`src/rtl/nmi_natv_xbar_if.sv`:
```
// NMI 1-to-N crossbar bundle: core-side request/response, fan-out slave bus and error reporting.
// The slave modport is the crossbar's view; master is the surrounding core/slave environment.
interface nmi_natv_xbar_if #(
  parameter int unsigned NUM_SLV = 13
) ();
  logic                    m_valid;
  logic [31:0]             m_addr;
  logic [31:0]             m_wdata;
  logic [3:0]              m_wstrb;
  logic                    m_ready;
  logic [31:0]             m_rdata;

  logic [NUM_SLV-1:0]      s_valid;
  logic [31:0]             s_addr;
  logic [31:0]             s_wdata;
  logic [3:0]              s_wstrb;
  logic [NUM_SLV-1:0]      s_ready;
  logic [NUM_SLV*32-1:0]   s_rdata;

  logic                    err_irq;
  logic                    err_clr;
  logic [1:0]              err_code;
  logic [31:0]             err_addr;

  modport slave (
    input  m_valid, m_addr, m_wdata, m_wstrb, s_ready, s_rdata, err_clr,
    output m_ready, m_rdata, s_valid, s_addr, s_wdata, s_wstrb, err_irq, err_code, err_addr
  );

  modport master (
    output m_valid, m_addr, m_wdata, m_wstrb, s_ready, s_rdata, err_clr,
    input  m_ready, m_rdata, s_valid, s_addr, s_wdata, s_wstrb, err_irq, err_code, err_addr
  );
endinterface

```
`src/rtl/nmi_natv_xbar.sv`:
```
// NMI 1-to-N demux: base/mask address decode, one outstanding transaction, decode-error
// responder, per-transaction timeout and sticky first-error capture with interrupt.
module nmi_natv_xbar #(
  parameter int unsigned           NUM_SLV   = 13,
  parameter logic [NUM_SLV*32-1:0] SLV_BASE  = {
    32'h1000_0C00, 32'h1000_0B00, 32'h1000_0A00, 32'h1000_0900, 32'h1000_0800,
    32'h1000_0700, 32'h1000_0600, 32'h1000_0500, 32'h1000_0400, 32'h1000_0300,
    32'h1000_0200, 32'h1000_0100, 32'h1000_0000},
  parameter logic [NUM_SLV*32-1:0] SLV_MASK  = {13{32'hF000_FF00}},
  parameter int unsigned           TMO_CYC   = 1024,
  parameter logic [31:0]           ERR_RDATA = 32'hDEAD_BEEF
) (
  input  logic               clk,
  input  logic               rst,
  nmi_natv_xbar_if.slave     bus
);

  localparam int unsigned SelW = (NUM_SLV > 1) ? $clog2(NUM_SLV) : 1;
  localparam int unsigned CntW = $clog2(TMO_CYC);

  typedef enum logic [1:0] {StIdle, StBusy, StResp} state_e;

  state_e            state_q, state_d;
  logic [SelW-1:0]   sel_q, sel_d;
  logic [CntW-1:0]   cnt_q, cnt_d;
  logic [31:0]       addr_q, addr_d;
  logic [31:0]       wdata_q, wdata_d;
  logic [3:0]        wstrb_q, wstrb_d;
  logic [31:0]       rdata_q, rdata_d;
  logic [1:0]        err_code_q, err_code_d;
  logic [31:0]       err_addr_q, err_addr_d;

  logic              hit;
  logic [SelW-1:0]   hit_idx;
  logic              sel_ready;
  logic [31:0]       sel_rdata;
  logic              err_new;
  logic [1:0]        err_new_code;
  logic [31:0]       err_new_addr;

  // Scan downwards so the lowest matching entry is the one left standing.
  always_comb begin
    hit     = 1'b0;
    hit_idx = '0;
    for (int k = NUM_SLV - 1; k >= 0; k--) begin
      if (((bus.m_addr ^ SLV_BASE[k*32 +: 32]) & SLV_MASK[k*32 +: 32]) == 32'h0) begin
        hit     = 1'b1;
        hit_idx = SelW'(k);
      end
    end
  end

  always_comb begin
    sel_ready = 1'b0;
    sel_rdata = '0;
    for (int k = 0; k < NUM_SLV; k++) begin
      if (sel_q == SelW'(k)) begin
        sel_ready = bus.s_ready[k];
        sel_rdata = bus.s_rdata[k*32 +: 32];
      end
    end
  end

  always_comb begin
    state_d      = state_q;
    sel_d        = sel_q;
    cnt_d        = cnt_q;
    addr_d       = addr_q;
    wdata_d      = wdata_q;
    wstrb_d      = wstrb_q;
    rdata_d      = rdata_q;
    err_new      = 1'b0;
    err_new_code = 2'd0;
    err_new_addr = '0;

    unique case (state_q)
      StIdle: begin
        if (bus.m_valid) begin
          if (hit) begin
            state_d = StBusy;
            sel_d   = hit_idx;
            cnt_d   = '0;
            addr_d  = bus.m_addr;
            wdata_d = bus.m_wdata;
            wstrb_d = bus.m_wstrb;
          end else begin
            state_d      = StResp;
            rdata_d      = ERR_RDATA;
            err_new      = 1'b1;
            err_new_code = 2'd1;
            err_new_addr = bus.m_addr;
          end
        end
      end
      StBusy: begin
        cnt_d = cnt_q + 1'b1;
        // Master abort outranks a same-cycle slave ready or timeout.
        if (!bus.m_valid) begin
          state_d = StIdle;
        end else if (sel_ready) begin
          state_d = StResp;
          rdata_d = sel_rdata;
        end else if (cnt_q == CntW'(TMO_CYC - 1)) begin
          state_d      = StResp;
          rdata_d      = ERR_RDATA;
          err_new      = 1'b1;
          err_new_code = 2'd2;
          err_new_addr = addr_q;
        end
      end
      StResp: begin
        state_d = StIdle;
        rdata_d = '0;
      end
      default: state_d = StIdle;
    endcase

    // First error is sticky; a clear coinciding with a new error lets the new one load.
    err_code_d = err_code_q;
    err_addr_d = err_addr_q;
    if (err_new && (err_code_q == 2'd0 || bus.err_clr)) begin
      err_code_d = err_new_code;
      err_addr_d = err_new_addr;
    end else if (bus.err_clr) begin
      err_code_d = 2'd0;
    end
  end

  always_ff @(posedge clk) begin
    if (rst) begin
      state_q    <= StIdle;
      sel_q      <= '0;
      cnt_q      <= '0;
      addr_q     <= '0;
      wdata_q    <= '0;
      wstrb_q    <= '0;
      rdata_q    <= '0;
      err_code_q <= '0;
      err_addr_q <= '0;
    end else begin
      state_q    <= state_d;
      sel_q      <= sel_d;
      cnt_q      <= cnt_d;
      addr_q     <= addr_d;
      wdata_q    <= wdata_d;
      wstrb_q    <= wstrb_d;
      rdata_q    <= rdata_d;
      err_code_q <= err_code_d;
      err_addr_q <= err_addr_d;
    end
  end

  always_comb begin
    bus.s_valid = '0;
    if (state_q == StBusy) begin
      for (int k = 0; k < NUM_SLV; k++) begin
        bus.s_valid[k] = (sel_q == SelW'(k));
      end
    end
  end

  assign bus.m_ready  = (state_q == StResp);
  assign bus.m_rdata  = rdata_q;
  assign bus.s_addr   = addr_q;
  assign bus.s_wdata  = wdata_q;
  assign bus.s_wstrb  = wstrb_q;
  assign bus.err_code = err_code_q;
  assign bus.err_addr = err_addr_q;
  assign bus.err_irq  = (err_code_q != 2'd0);

endmodule

```
`src/flat_wrapper.sv`:
```
// flat-port wrapper written by rule: the top's interface ports become plain ports
module nmi_natv_xbar_flat 
#(
  parameter int unsigned           NUM_SLV   = 13,
  parameter logic [NUM_SLV*32-1:0] SLV_BASE  = {
    32'h1000_0C00, 32'h1000_0B00, 32'h1000_0A00, 32'h1000_0900, 32'h1000_0800,
    32'h1000_0700, 32'h1000_0600, 32'h1000_0500, 32'h1000_0400, 32'h1000_0300,
    32'h1000_0200, 32'h1000_0100, 32'h1000_0000},
  parameter logic [NUM_SLV*32-1:0] SLV_MASK  = {13{32'hF000_FF00}},
  parameter int unsigned           TMO_CYC   = 1024,
  parameter logic [31:0]           ERR_RDATA = 32'hDEAD_BEEF
)
  (clk, rst, bus_m_valid, bus_m_addr, bus_m_wdata, bus_m_wstrb, bus_s_ready, bus_s_rdata, bus_err_clr, bus_m_ready, bus_m_rdata, bus_s_valid, bus_s_addr, bus_s_wdata, bus_s_wstrb, bus_err_irq, bus_err_code, bus_err_addr);
  nmi_natv_xbar_if #(.NUM_SLV(NUM_SLV)) bus_i ();
  input  logic clk;
  input  logic rst;
  input wire logic [$bits(bus_i.m_valid)-1:0] bus_m_valid;
  input wire logic [$bits(bus_i.m_addr)-1:0] bus_m_addr;
  input wire logic [$bits(bus_i.m_wdata)-1:0] bus_m_wdata;
  input wire logic [$bits(bus_i.m_wstrb)-1:0] bus_m_wstrb;
  input wire logic [$bits(bus_i.s_ready)-1:0] bus_s_ready;
  input wire logic [$bits(bus_i.s_rdata)-1:0] bus_s_rdata;
  input wire logic [$bits(bus_i.err_clr)-1:0] bus_err_clr;
  output wire logic [$bits(bus_i.m_ready)-1:0] bus_m_ready;
  output wire logic [$bits(bus_i.m_rdata)-1:0] bus_m_rdata;
  output wire logic [$bits(bus_i.s_valid)-1:0] bus_s_valid;
  output wire logic [$bits(bus_i.s_addr)-1:0] bus_s_addr;
  output wire logic [$bits(bus_i.s_wdata)-1:0] bus_s_wdata;
  output wire logic [$bits(bus_i.s_wstrb)-1:0] bus_s_wstrb;
  output wire logic [$bits(bus_i.err_irq)-1:0] bus_err_irq;
  output wire logic [$bits(bus_i.err_code)-1:0] bus_err_code;
  output wire logic [$bits(bus_i.err_addr)-1:0] bus_err_addr;
  assign bus_i.m_valid = bus_m_valid;
  assign bus_i.m_addr = bus_m_addr;
  assign bus_i.m_wdata = bus_m_wdata;
  assign bus_i.m_wstrb = bus_m_wstrb;
  assign bus_i.s_ready = bus_s_ready;
  assign bus_i.s_rdata = bus_s_rdata;
  assign bus_i.err_clr = bus_err_clr;
  assign bus_m_ready = bus_i.m_ready;
  assign bus_m_rdata = bus_i.m_rdata;
  assign bus_s_valid = bus_i.s_valid;
  assign bus_s_addr = bus_i.s_addr;
  assign bus_s_wdata = bus_i.s_wdata;
  assign bus_s_wstrb = bus_i.s_wstrb;
  assign bus_err_irq = bus_i.err_irq;
  assign bus_err_code = bus_i.err_code;
  assign bus_err_addr = bus_i.err_addr;
  nmi_natv_xbar #(.NUM_SLV(NUM_SLV), .SLV_BASE(SLV_BASE), .SLV_MASK(SLV_MASK), .TMO_CYC(TMO_CYC), .ERR_RDATA(ERR_RDATA)) u_core (.clk(clk), .rst(rst), .bus(bus_i));
endmodule
```
`config.mk`:
```
export PLATFORM = sky130hd
export DESIGN_NAME = nmi_natv_xbar_flat
export DESIGN_NICKNAME = d
export VERILOG_FILES = /design/src/rtl/nmi_natv_xbar_if.sv /design/src/rtl/nmi_natv_xbar.sv /design/src/flat_wrapper.sv
export SDC_FILE = /design/constraint.sdc
export NUM_CORES = 1
export LEC_CHECK = 0
export CORE_AREA = 5 5 253 255
export CTS_CLUSTER_DIAMETER = 100
export DETAILED_ROUTE_END_ITERATION = 7
export DIE_AREA = 0 0 258 260
export SLEW_MARGIN = 10
export SYNTH_ARGS = -nofsm -noshare
export SYNTH_HDL_FRONTEND = slang
export SYNTH_SLANG_ARGS = --single-unit
```
`constraint.sdc`:
```
create_clock -name clk -period 2.3 [get_ports clk]
set_input_delay 0.345 -clock clk [delete_from_list [all_inputs] [get_ports clk]]
set_output_delay 0.345 -clock clk [all_outputs]
set_load 0.1 [all_outputs]
```
[Word-level counts from Yosys, hierarchy flattened]
Index checks and enable logic that the tools add are counted.
Operators by class
  bitwise operators: 13
  add/subtract/negate cells: 1
  eq/ne operators: 21
  reduce and logical (&&, ||, !) cells: 26
  muxes and demuxes: 88
Operators by type and width (count)
  2-to-1 mux 32 bit: 23
  zero test 32 bit: 13
  case mux 32 bit (3 select lines): 1
  case mux 32 bit (2 select lines): 1
  2-to-1 mux 4 bit: 13
  2-to-1 mux 1 bit: 32
  2-to-1 mux 2 bit: 11
  equality test 4 bit (second input constant): 5
  2-to-1 mux 10 bit: 2
  case mux 10 bit (2 select lines): 1
  inverter 3 bit: 6
  equality test 4 x 3 -> 1 bit (second input constant): 4
  2-to-1 mux 13 bit: 1
  adder 10 x 1 -> 10 bit (second input constant): 1
  equality test 10 bit (second input constant): 1
  equality test 4 x 2 -> 1 bit (second input constant): 2
  inverter 2 bit: 4
  inverter 4 bit: 2
  case mux 2 bit (2 select lines): 2
  != test 2 bit (second input constant): 3
  AND reduction 3 bit: 2
  nonzero test 2 bit: 3
  AND reduction 5 bit: 1
  equality test 4 x 1 -> 1 bit (second input constant): 1
  13 further kinds: 14
Storage, ports and cells
  flip-flop bits (word level): 150
  input bits: 501
  output and inout bits: 149
  logic and storage cells: 158

[Depth between registers and ports, before layout]
Gate-level depths: netlist (run 1).
  depth in word-level cells: 20
  gate-level depth with buffers: 12
  gate-level depth less buffers: 9

[Worst setup path before layout (run 1)]
Ideal clock, no wire load.
  path type: register to output
  start: reg u_core.sel_q[1]
  end: out bus_s_valid[0]
  required time: 1.955 ns
  cell stages (with the launch flop): 8
  buffers on the path: 6
  path slack: -1.399 ns
  data arrival time: 3.354 ns
  path through: dfxtp_1 -> buf_4 -> buf_6 -> buf_4 -> buf_4 -> buf_2 -> buf_2 -> nor3_1
Between the ends
  longest elaborated chain between the ends: 2
RTL lines
  start: declaration: RTL line nmi_natv_xbar.sv:24  | logic [SelW-1:0] sel_q, sel_d;
  start signal: assignment: RTL line nmi_natv_xbar.sv:142  | sel_q <= sel_d;
  zero test 4 bit: RTL line nmi_natv_xbar.sv:157  | bus.s_valid[k] = (sel_q == SelW'(k));
  2-to-1 mux 13 bit: RTL line nmi_natv_xbar.sv:155  | if (state_q == StBusy) begin
  end: declaration: RTL line flat_wrapper.sv:26  | output wire logic [$bits(bus_i.s_valid)-1:0] bus_s_valid;
Every way passes these cells.

[Final worst setup path (run 1)]
  start: reg u_core.sel_q[0]
  end: reg u_core.rdata_q[1] (netlist: u_core.bus.m_rdata[1])
Between the ends
  longest elaborated chain between the ends: 17
  elaborated cells on any way between the ends: 44
  classes of those cells: 13 x eq/ne; 29 x mux; 2 x reduce/logical
RTL lines
  zero test 4 bit: RTL line nmi_natv_xbar.sv:57  | if (sel_q == SelW'(k)) begin
  2-to-1 mux 32 bit or 2-to-1 mux 1 bit (tied branches) (13 in series): RTL line nmi_natv_xbar.sv:57
  2-to-1 mux 32 bit: RTL line nmi_natv_xbar.sv:100  | end else if (sel_ready) begin
  2-to-1 mux 32 bit: RTL line nmi_natv_xbar.sv:98  | if (!bus.m_valid) begin
  case mux 32 bit (3 select lines): RTL line nmi_natv_xbar.sv:76  | unique case (state_q)
  end signal: assignment: RTL line nmi_natv_xbar.sv:147  | rdata_q <= rdata_d;
  end: declaration: RTL line nmi_natv_xbar.sv:29  | logic [31:0] rdata_q, rdata_d;
Parallel ways exist; a longest one is shown, timed or not. The select of a mux whose other input is x is not followed.
A chain may end at the register's enable or synchronous reset.

==> metrics.txt, run 1 <==
Post-DP HPWL around 63000 um; Post-Syn Nets 1840; RSZ-0062 raised after global routing true; Cell Area, Synth 10100 um^2; Reg-to-Reg Start u_core.sel_q[0]$_SDFFE_PP0P_; max capacitance violation total 0; Routed WL roughly 79000 um; Die H 260 um; GRT Total Usage between 20% and 30%; TritonCTS clock tree built; fin. max-slew vios 0; H-tree depth 4; Clock Skew between 0.03 and 0.04 ns; period utilisation layout 104%; met1 Use GR between 20% and 30%; ys async rst share 0%; number of global-route vias before repair roughly 15000; Syn Area/Cell around 7.6 um^2; synthesis-to-finish area growth 114%; HP Class primary input to flip-flop; Hold Vio Cnt, Final 0; # clock sinks 150; Worst-path clk slew roughly 0.080 ns; post-route ant nets 0; final layout net count ~2700; startpoint types flip-flop; Worst Tran Pin Value between 0.9 and 1 ns; Crit. End Element flip-flop; vias per cell around 4.8; First-pass DRT Iterations 6; Net Switching between 2000 and 3000 uW; Core Region 61400 um^2; hold path endpoint u_core.bus.err_addr[30]$_SDFFE_PP0P_; Yosys Warn Count 0; Combinational Power Share between 20% and 30%; total CTS buffers 17; switching portion of total power about 33%; synth top area cells dfxtp_1 30%, nand2_1 8.7%, a21oi_1 6.8%; global route overflow 0; grt met3 use between 7 and 8%; antenna violations before repair 21; port bufs between 600 and 700; first-iteration detailed-routing DRC count ~930; Reg power frac between 30% and 40%; clock root buffer clkbuf_16; peak supply drop approximately 0.48 mV; first-pass GRT wire length 106000 um; share of post-route cells with drive strength above 1 about a third; post-layout util between 30% and 40%; Synth top area share between 20 and 30%; final worst slack -0.101 ns; largest net degree at the start of global routing 75; Max Clk Rate between 0.4 and 0.5 GHz; Starting Density between 10% and 20%; Seq/Total Area, Yosys about 30%; Main synth FF type dfxtp_1; Clk pwr share between 30 and 40%; Max FO, Critical Path 12; total power divided by cell area 359 nW/um^2; CP Class flip-flop to flip-flop; Gate Count Post-Synth roughly 1300; failing checks negative setup slack; worst relative slew slack between 30% and 40%; Setup-failing EPs final 50; CP arrival between 2 and 3 ns; Die ar. between 60000 and 70000 um^2; row count just over 90; Final Critical Period about 2.4 ns; gp weighted congestion 0.954; Clk Latency, worst-skew pair approximately 0.46 ns; status complete, but fails checks; FF-to-FF End u_core.bus.m_rdata[1]$_SDFFE_PP0P_; Synth Register Bits 150; DR vias between 10000 and 15000; DIE WIDTH between 200 and 300 um; reg2reg setup slack -0.10 ns; Yosys top cell by area dfxtp_1; DP Worst Slack -0.720 ns; Leakage slightly above 0.008 uW; hold path depth 3; Synth cell types between 80 and 90; Power Internal about 5200 uW; Worst Reg-to-Reg Cells 9; CP Data Required Time between 2 and 3 ns; most crowded layer after global routing met2; EDFF count, synth 0; Avg WL per Cell between 20 and 30 um; # IOs 650; GRT met2 Usage a little over a third; clk buf depth 2; Post-route DRC 0; Hold Crit Start bus_m_addr[30]
[sequential cells by signal (all words and copies together), names as in the netlist]
name / flops
u_core.bus.err_addr: 32
u_core.bus.err_code: 2
u_core.bus.m_rdata: 32
u_core.bus.s_addr: 32
u_core.bus.s_wdata: 32
u_core.bus.s_wstrb: 4
u_core.cnt_q: 10
u_core.sel_q: 4
u_core.state_q: 2
[layout make-up]
class | count | area, um^2
inverter | 51 | 194
multi-input combinational | 1015 | 7600
fill | 6270 | 39700
tap | 790 | 988
clock buffer | 17 | 425
sequential | 150 | 3020
antenna | 12 | 30.0
timing repair buffer | 952 | 9300
clock inverter | 15 | 161
[worst max path at each step]
| stage | start | endpoint | slack (ns) | cells after the start |
|---|---|---|---|---|
| after CTS | u_core.sel_q[1]$_SDFFE_PP0P_ | u_core.bus.m_rdata[29]$_SDFFE_PP0P_ | -0.11 | 9 |
| after global routing | u_core.sel_q[1]$_SDFFE_PP0P_ | u_core.bus.m_rdata[8]$_SDFFE_PP0P_ | -0.18 | 8 |
| after floorplan | u_core.sel_q[0]$_SDFFE_PP0P_ | bus_s_valid[0] | -0.07 | 6 |
| after global placement | bus_m_addr[31] | u_core.bus.m_rdata[11]$_SDFFE_PP0P_ | -0.74 | 9 |
| final | u_core.sel_q[0]$_SDFFE_PP0P_ | u_core.bus.m_rdata[1]$_SDFFE_PP0P_ | -0.10 | 9 |
| after detailed placement | bus_m_addr[31] | u_core.bus.m_rdata[1]$_SDFFE_PP0P_ | -0.72 | 8 |
[power groups by stage]
stage,Sequential (uW),Combinational (uW),Clock (uW)
after floorplan,3250,355,0
after global placement,2770,2150,0
after detailed placement,2780,2150,0
after CTS,2710,2230,2900
after global routing,2730,2370,3010
final,2720,2280,2800
[cells in the final DEF (no fill, tap or decap), types with 9 or more instances in the layout]
cell type	count
o221ai_2	36
diode_2	12
mux4_2	12
o22ai_1	13
nor2_1	77
inv_1	47
buf_12	47
buf_6	23
nand2_1	223
dfxtp_1	146
buf_4	366
o221ai_1	13
o21ai_1	14
nand3_2	27
clkdlybuf4s50_1	497
a221o_1	9
a31oi_1	17
mux2i_1	37
nand2_2	11
nand3_1	14
a22oi_1	23
a21oi_2	16
a211oi_1	14
o21a_1	9
nand2b_1	10
nor2_4	12
o21ai_0	59
a221oi_2	9
clkbuf_16	22
a21oi_1	121
nor3_1	24
[cell usage after synthesis, types with 11 or more instances]
master and number:
o221ai_1 17, buf_2 30, nand2_1 236, nor2_1 94, mux2i_1 42, a22oi_1 25
nand2b_1 12, o21ai_1 11, o22ai_1 20, nor3_1 30, a211oi_1 19, nor2b_1 12
and2_1 11, a21oi_1 138, dfxtp_1 150, a31oi_1 22, clkbuf_1 61, o221ai_2 33
nand3_1 47, o21ai_0 72, buf_4 15, inv_1 49, a221oi_1 17, mux4_2 12
[kinds of logic (layout without fill, tap and decap cells)]
family	count (synthesis)	in the layout	synth area share (%)
other cells	0	12	0
compound gates	449	449	31.5
buf+inv	169	1035	7.85
flops	150	150	29.6
xor+xnor	4	4	0.346
mux	64	64	7.92
fa+ha+maj	5	5	0.617
simple gates	493	493	22.1
[metrics by stage]
step | cell area, um^2 | instances | power [uW] | hold WS (ns) | TNS [ns]
4_1_cts | 20600 | 2956 | 7850 | 0.409 | -2.20
6_report | 21700 | 3002 | 7800 | 0.336 | -2.26
5_1_grt | 21700 | 2999 | 8110 | 0.335 | -6.25
3_5_place_dp | 18900 | 2877 | 4930 | 0.450 | -78.75
3_3_place_gp | 18900 | 2877 | 4920 | 0.444 | -85.06
2_1_floorplan | 10200 | 1334 | 3610 | 0.458 | -0.0673
[routing by layer]
layer	part of all wire, %	up-vias
met5	0.14	-
met4	3.4	16
met3	9.3	124
met2	48	638
met1	40	7001
li1	-	6639
[worst max-delay path, cell delays in order (launching register included)]
cell	delay, ns
dfxtp_4	0.45
buf_12	0.18
buf_12	0.11
mux2i_2	0.24
o22ai_1	0.13
a222oi_1	0.52
a21oi_1	0.16
buf_4	0.18
o21ai_0	0.15
a221oi_1	0.09
[repair_timing]
action / 4_1_cts / 5_1_grt
hold endpoints to repair: 0 / 0
endpoints found under the setup margin: 142 / 86
setup buffers: 47 / 32
hold buffers: 0 / 0
resized for setup: 148 / 143
gates cloned: 2 / 7
pin swaps: 44 / 72
No activity file was read; power rests on OpenSTA's default activity.
==> run 2: changes to the inputs <==
- GPL_TIMING_DRIVEN: unset -> 0
- clock period: 2.3 -> 2.1 ns (I/O delays scaled with it)
==> run 2 against run 1 <==
Effect of this change:
- the run still ends with negative setup slack left
- clock skew fell by 0.017 ns
- worst hold slack got worse by 0.071 ns
- register-to-register slack lost 0.60 ns
- via count grew 4.9%
- largest cell class unchanged
- maximum frequency decreased by 14%
- flip-flop and latch count is the same
- clock power up 5%
- combinational power rose by 12%
- critical path depth shrank 1
- cell count about the same
- setup slack got worse by 0.60 ns
==> metrics.txt, run 2 (synthesized netlist as in run 1, its figures left out) <==
CP arrival 3.08 ns (+0.39 ns); port bufs 648 (-0.15%); status complete, but fails checks; Hold Buf Count CTS 0 (unchanged); Worst Reg-to-Reg Cells 8 (-1); CP bufs+invs 2 (-1); Starting Density 16.5% (unchanged); Max Clk Rate 0.357 GHz (-14%); total power divided by cell area 369 nW/um^2 (+2.6%); Clock Skew 0.0225 ns (-0.0168 ns); most crowded layer after global routing met2; Setup-failing EPs final 80 (+60%); reg2reg setup slack -0.70 ns (-0.60 ns); worst relative slew slack 25.9% (-14 points); Clk Latency, worst-skew pair 0.45 ns (about the same); CP Class flip-flop to flip-flop; startpoint types flip-flop; H-tree depth 4 (unchanged); clock root buffer clkbuf_16; Worst-path clk slew 0.07 ns (about the same); number of global-route vias before repair 15300 (+3.2%); Critical Path Max Stage Delay 0.90 ns (+0.38 ns); Die H 260 um (unchanged); total CTS buffers 17 (unchanged); met1 Use GR 31.0% (+5.6 points); TNS Setup -25.71 ns (-23.45 ns); hold path endpoint u_core.bus.err_addr[29]$_SDFFE_PP0P_; delay-heaviest family, CP compound AO/OA/AOI/OAI gates; fin. max-slew vios 0 (unchanged); largest net degree at the start of global routing 17 (-77%); most frequent cells in the layout 496 x clkdlybuf4s50_1, 218 x nand2_1, 143 x dfxtp_1; share of post-route cells with drive strength above 1 30.5% (-3.3 points); gp weighted congestion 1.00 (+4.9%); failing checks negative setup slack; RSZ-0062 raised after global routing true; antenna violations before repair 19 (-9.5%); Final Critical Period 2.80 ns (+0.400 ns); CP Data Required Time 2.38 ns (-0.21 ns); row count 91 (unchanged); FF-to-FF End u_core.bus.m_rdata[31]$_SDFFE_PP0P_; Post-route DRC 0 (unchanged); GRT Total Usage 24.2% (+2.5 points); # clock sinks 150 (unchanged); first-iteration detailed-routing DRC count 1308 (+40%); commonest non-fill, non-tap cell in the layout clkdlybuf4s50_1; synthesis-to-finish area growth 127%; Hold Vio Cnt, Final 0 (unchanged); peak supply drop 0.548 mV (+15%); post-route ant nets 0 (unchanged); max capacitance violation total 0 (unchanged); Reg-to-Reg Start u_core.sel_q[1]$_SDFFE_PP0P_; Worst Tran Pin Value 1.12 ns (+0.208 ns); DP Worst Slack -2.06 ns (-1.34 ns); HP Class primary input to flip-flop; First-pass DRT Iterations 5 (-1); TritonCTS clock tree built; Crit. End Element flip-flop; crit path max-delay cell type a222oi_1; Core Region 61400 um^2 (unchanged); first-pass GRT wire length 117000 um (+9.9%); Avg WL per Cell 29.0 um (+11%); global route overflow 0 (unchanged); Leakage 0.00871 uW (+6.7%); CP Cell Sequence buf_8 > buf_12 > mux2_4 > a221o_1 > a222oi_1 > o21ai_2 > a21oi_2 > a221oi_2; # IOs 650 (unchanged); hold path depth 3 (unchanged); final layout net count 2691 (-0.074%); Post-DP HPWL 68200 um (+8.3%); clk buf depth 2 (unchanged); Routed WL 87100 um (+11%); DR vias 15100 (+4.9%); DIE WIDTH 258 um (unchanged); Hold Crit Start bus_m_addr[29]; vias per cell 5.04 (+4.9%); grt met3 use 6.55% (-1.3 points); Die ar. 67100 um^2 (unchanged); GRT met2 Usage 39.6% (+3.5 points); Max FO, Critical Path 6 (-6); final worst slack -0.701 ns (-0.600 ns); period utilisation layout 133% (+29 points)
## run 2: power breakdown
| part | switching, uW | total (uW) | internal (uW) | leakage (uW) |
|---|---|---|---|---|
| Combinational | 1320 | 2550 | 1230 | 0.00722 |
| Clock | 1400 | 2950 | 1550 | 0.000267 |
| Sequential | 54.5 | 2970 | 2920 | 0.00122 |
## run 2: worst max-delay path by stage
| stage | cells after the start | from | slack (ns) | end |
|---|---|---|---|---|
| 6_report | 8 | u_core.sel_q[1]$_SDFFE_PP0P_ | -0.70 | u_core.bus.m_rdata[31]$_SDFFE_PP0P_ |
| 3_5_place_dp | 9 | u_core.sel_q[3]$_SDFFE_PP0P_ | -2.06 | u_core.bus.m_rdata[15]$_SDFFE_PP0P_ |
| 4_1_cts | 9 | u_core.sel_q[1]$_SDFFE_PP0P_ | -0.61 | u_core.bus.m_rdata[31]$_SDFFE_PP0P_ |
| 5_1_grt | 8 | u_core.sel_q[1]$_SDFFE_PP0P_ | -0.60 | u_core.bus.m_rdata[31]$_SDFFE_PP0P_ |
| 3_3_place_gp | 9 | u_core.sel_q[3]$_SDFFE_PP0P_ | -1.99 | u_core.bus.m_rdata[15]$_SDFFE_PP0P_ |
| 2_1_floorplan | 6 | u_core.sel_q[3]$_SDFFE_PP0P_ | -0.22 | bus_s_valid[0] |
## run 2: repair_timing
item,CTS,global route
endpoints found under the hold margin,0,0
setup buffers,102,80
cloned,12,5
resized for setup,764,157
pin swaps,108,100
endpoints found under the setup margin,299,155
## run 2: worst reg2reg max path, cell delays in order (launching register included)
cell      delay (ns)
dfxtp_4         0.36
buf_8           0.14
buf_12          0.13
mux2_4          0.29
a221o_1         0.34
a222oi_1        0.90
o21ai_2         0.18
a21oi_2         0.21
a221oi_2        0.07
## run 2: area by class of cell
class,instances,area (um^2)
clock buffer,18,429
multi-input combinational,1015,8260
sequential,150,3020
fill,6168,38400
buffer,111,1380
antenna,15,37.5
timing repair buffer,839,8510
clock inverter,14,120
inverter,51,213
tap,790,988
## run 2: per-stage QoR
stage	total power [uW]	util, %	instances	hold slack (ns)	cell area (um^2)
after floorplan	3960	-	1334	0.451	10400
after global placement	5340	29.2	2772	0.444	17900
after detailed placement	5350	29.2	2772	0.450	17900
after CTS	8460	35.4	2913	0.397	21700
after global routing	8790	37.4	2998	0.260	23000
final	8470	37.4	3003	0.265	23000
## run 2: layer usage
metal  share of wire, %  up-vias  wire [um]
li1                   -     6664          -
met1                 41     7409      35300
met2                 47      896      40600
met3                9.4      158       8160
met4                3.4        4       2980
met5              0.031        -         27
==> run 3: changes to the inputs <==
- PLACE_DENSITY: unset -> 0.5
==> run 3 against run 2 <==
Effect of this change:
- worst hold slack better by 0.15 ns
- the run still ends with negative setup slack left
- clock skew is 0.0043 ns lower
- critical endpoint unchanged
- flip-flop and latch count stayed put
- largest power group is now clock
- setup slack worse by 0.0057 ns
- routed wire length is 0.20% lower
- critical path depth stayed put
- first-iteration DRC count is 20% lower
- global-route usage hardly changed
==> metrics.txt, run 3 (synthesized netlist as in run 1, its figures left out) <==
Finished Layout Cells 2958 (-1.5%); First-pass DRT Iterations 7 (+2); first-pass GRT wire length 117000 um (about the same); peak supply drop 0.580 mV (+5.8%); number of global-route vias before repair 14900 (-2.7%); antenna violations before repair 21 (+2); Clock Skew 0.0182 ns (-0.00427 ns); Final Critical Period 2.81 ns (+0.00573 ns); Max Clk Rate 0.356 GHz (-0.20%); met1 Use GR 30.3% (-0.78 points); RSZ-0062 raised after global routing true; Leakage 0.00940 uW (+8.0%); fin. max-slew vios 0 (unchanged); Max FO, Critical Path 4 (-2); final worst slack -0.707 ns (-0.00573 ns); Avg WL per Cell 29.4 um (+1.3%); CP arrival 3.10 ns (+0.02 ns); DIE WIDTH 258 um (unchanged); vias per cell 4.96 (-1.5%); total CTS buffers 17 (unchanged); share of post-route cells with drive strength above 1 26.7% (-3.8 points); most crowded layer after global routing met2; DR vias 14700 (-3.0%); Clk Latency, worst-skew pair 0.45 ns (about the same); Design Area, Final 22300 um^2 (-2.8%); Core Region 61400 um^2 (unchanged); clock root buffer clkbuf_16; CP Data Required Time 2.39 ns (about the same); Crit. End Element flip-flop; GRT met2 Usage 40.6% (+1.0 points); total power 9010 uW (+6.4%); Net Switching 2700 uW (-2.6%); period utilisation layout 134% (+0.27 points); Routed WL 86900 um (-0.20%); GRT Total Usage 24.2% (+0.046 points); Hold Vio Cnt, Final 0 (unchanged); synthesis-to-finish area growth 120%; H-tree depth 4 (unchanged); most frequent cells in the layout 499 x clkdlybuf4s50_1, 218 x nand2_1, 144 x dfxtp_1; HP Class primary input to flip-flop; grt met3 use 6.92% (+0.37 points); Post-DP HPWL 69500 um (+1.9%); gp weighted congestion 0.961 (-4.1%); status complete, but fails checks; startpoint types flip-flop; max capacitance violation total 0 (unchanged); largest net degree at the start of global routing 17 (unchanged); TritonCTS clock tree built; Reg power frac 32.9% (-2.2 points); port bufs 648 (unchanged); Die H 260 um (unchanged); Post-route DRC 0 (unchanged); Cell Area, Placed 17900 um^2 (about the same); # clock sinks 150 (unchanged); Clk pwr share 39.3% (+4.4 points); final layout net count 2649 (-1.6%); Power Internal 6310 uW (+11%); Die ar. 67100 um^2 (unchanged); Combinational Power Share 27.8% (-2.3 points); reg2reg setup slack -0.71 ns (about the same); row count 91 (unchanged); worst relative slew slack 27.9% (+1.9 points); commonest non-fill, non-tap cell in the layout clkdlybuf4s50_1; Worst-path clk slew 0.07 ns (about the same); Setup-failing EPs final 84 (+5.0%); post-layout util 36.4% (-1.0 points); CP Class flip-flop to flip-flop; post-route ant nets 0 (unchanged); Hold Buf Count CTS 0 (unchanged); global route overflow 0 (unchanged); # IOs 650 (unchanged); total power divided by cell area 404 nW/um^2 (+9.5%); Starting Density 16.5% (unchanged); Worst Tran Pin Value 1.09 ns (-0.0293 ns); first-iteration detailed-routing DRC count 1044 (-20%); failing checks negative setup slack; DP Worst Slack -1.64 ns (+0.426 ns); placed insts 2773 (+0.036%); clk buf depth 2 (unchanged); switching portion of total power 30.0% (-2.8 points)
[run 3: cell types whose count changed in the layout (fill, tap and decap cells not counted), sizes merged]
| cell | delta |
|---|---|
| buf | -37 |
| bufinv | +5 |
| clkbuf | -8 |
| clkdlybuf4s15 | -2 |
| clkdlybuf4s50 | +3 |
| clkinv | -2 |
| clkinvlp | -2 |
| diode | -3 |
| dlygate4sd2 | -75 |
| dlymetal6s2s | +78 |
| inv | -2 |
[run 3: critical path, cell delays in order (launching register included)]
cell      delay (ns)
dfxtp_2         0.34
buf_8           0.13
buf_12          0.13
mux2_4          0.29
a221o_1         0.37
a222oi_1        0.93
o21ai_2         0.18
a21oi_2         0.21
a221oi_2        0.07
[run 3: routing by layer]
metal,part of all wire (%),vias up
met5,0.13,-
li1,-,6554
met2,47,689
met3,8.1,136
met4,3.2,16
met1,42,7281
[run 3: layout make-up]
class	count	area, um^2
Sequential cell	150	3020
Buffer	112	1290
Clock inverter	13	220
Fill cell	6285	39000
Antenna cell	12	30.0
Tap cell	790	988
Clock buffer	19	443
Inverter	51	209
Timing Repair Buffer	796	8230
Multi-Input combinational cell	1015	7900
[run 3: path summary, 6_finish.rpt]
kind,startpoint,endpoint,depth (start not counted)
worst max register to register,u_core.sel_q[1]$_SDFFE_PP0P_,u_core.bus.m_rdata[31]$_SDFFE_PP0P_,8
worst max-delay path,u_core.sel_q[1]$_SDFFE_PP0P_,u_core.bus.m_rdata[31]$_SDFFE_PP0P_,8
worst min register to register,u_core.bus.s_wdata[9]$_SDFFE_PP0P_,u_core.bus.s_wdata[9]$_SDFFE_PP0P_,2
worst min-delay path,bus_m_wdata[16],u_core.bus.s_wdata[16]$_SDFFE_PP0P_,3
[run 3: power groups by stage]
stage / Combinational [uW] / Sequential (uW) / Clock, uW
2_1_floorplan: 399 / 3560 / 0
6_report: 2510 / 2970 / 3540
3_3_place_gp: 2310 / 3030 / 0
5_1_grt: 2600 / 2980 / 3740
3_5_place_dp: 2320 / 3040 / 0
4_1_cts: 2420 / 2970 / 3630
[run 3: through the flow]
step / hold WS (ns) / TNS [ns]
floorplan: 0.451 / -0.885
global placement: 0.444 / -223.06
detailed placement: 0.451 / -220.57
global route: 0.409 / -31.80
CTS: 0.381 / -38.03
finish: 0.416 / -23.53
[run 3: repair_timing]
action / CTS / global route
endpoints found under the setup margin: 299 / 225
pin swaps: 67 / 70
resized for setup: 523 / 271
gates cloned: 3 / 2
setup buffers: 88 / 56
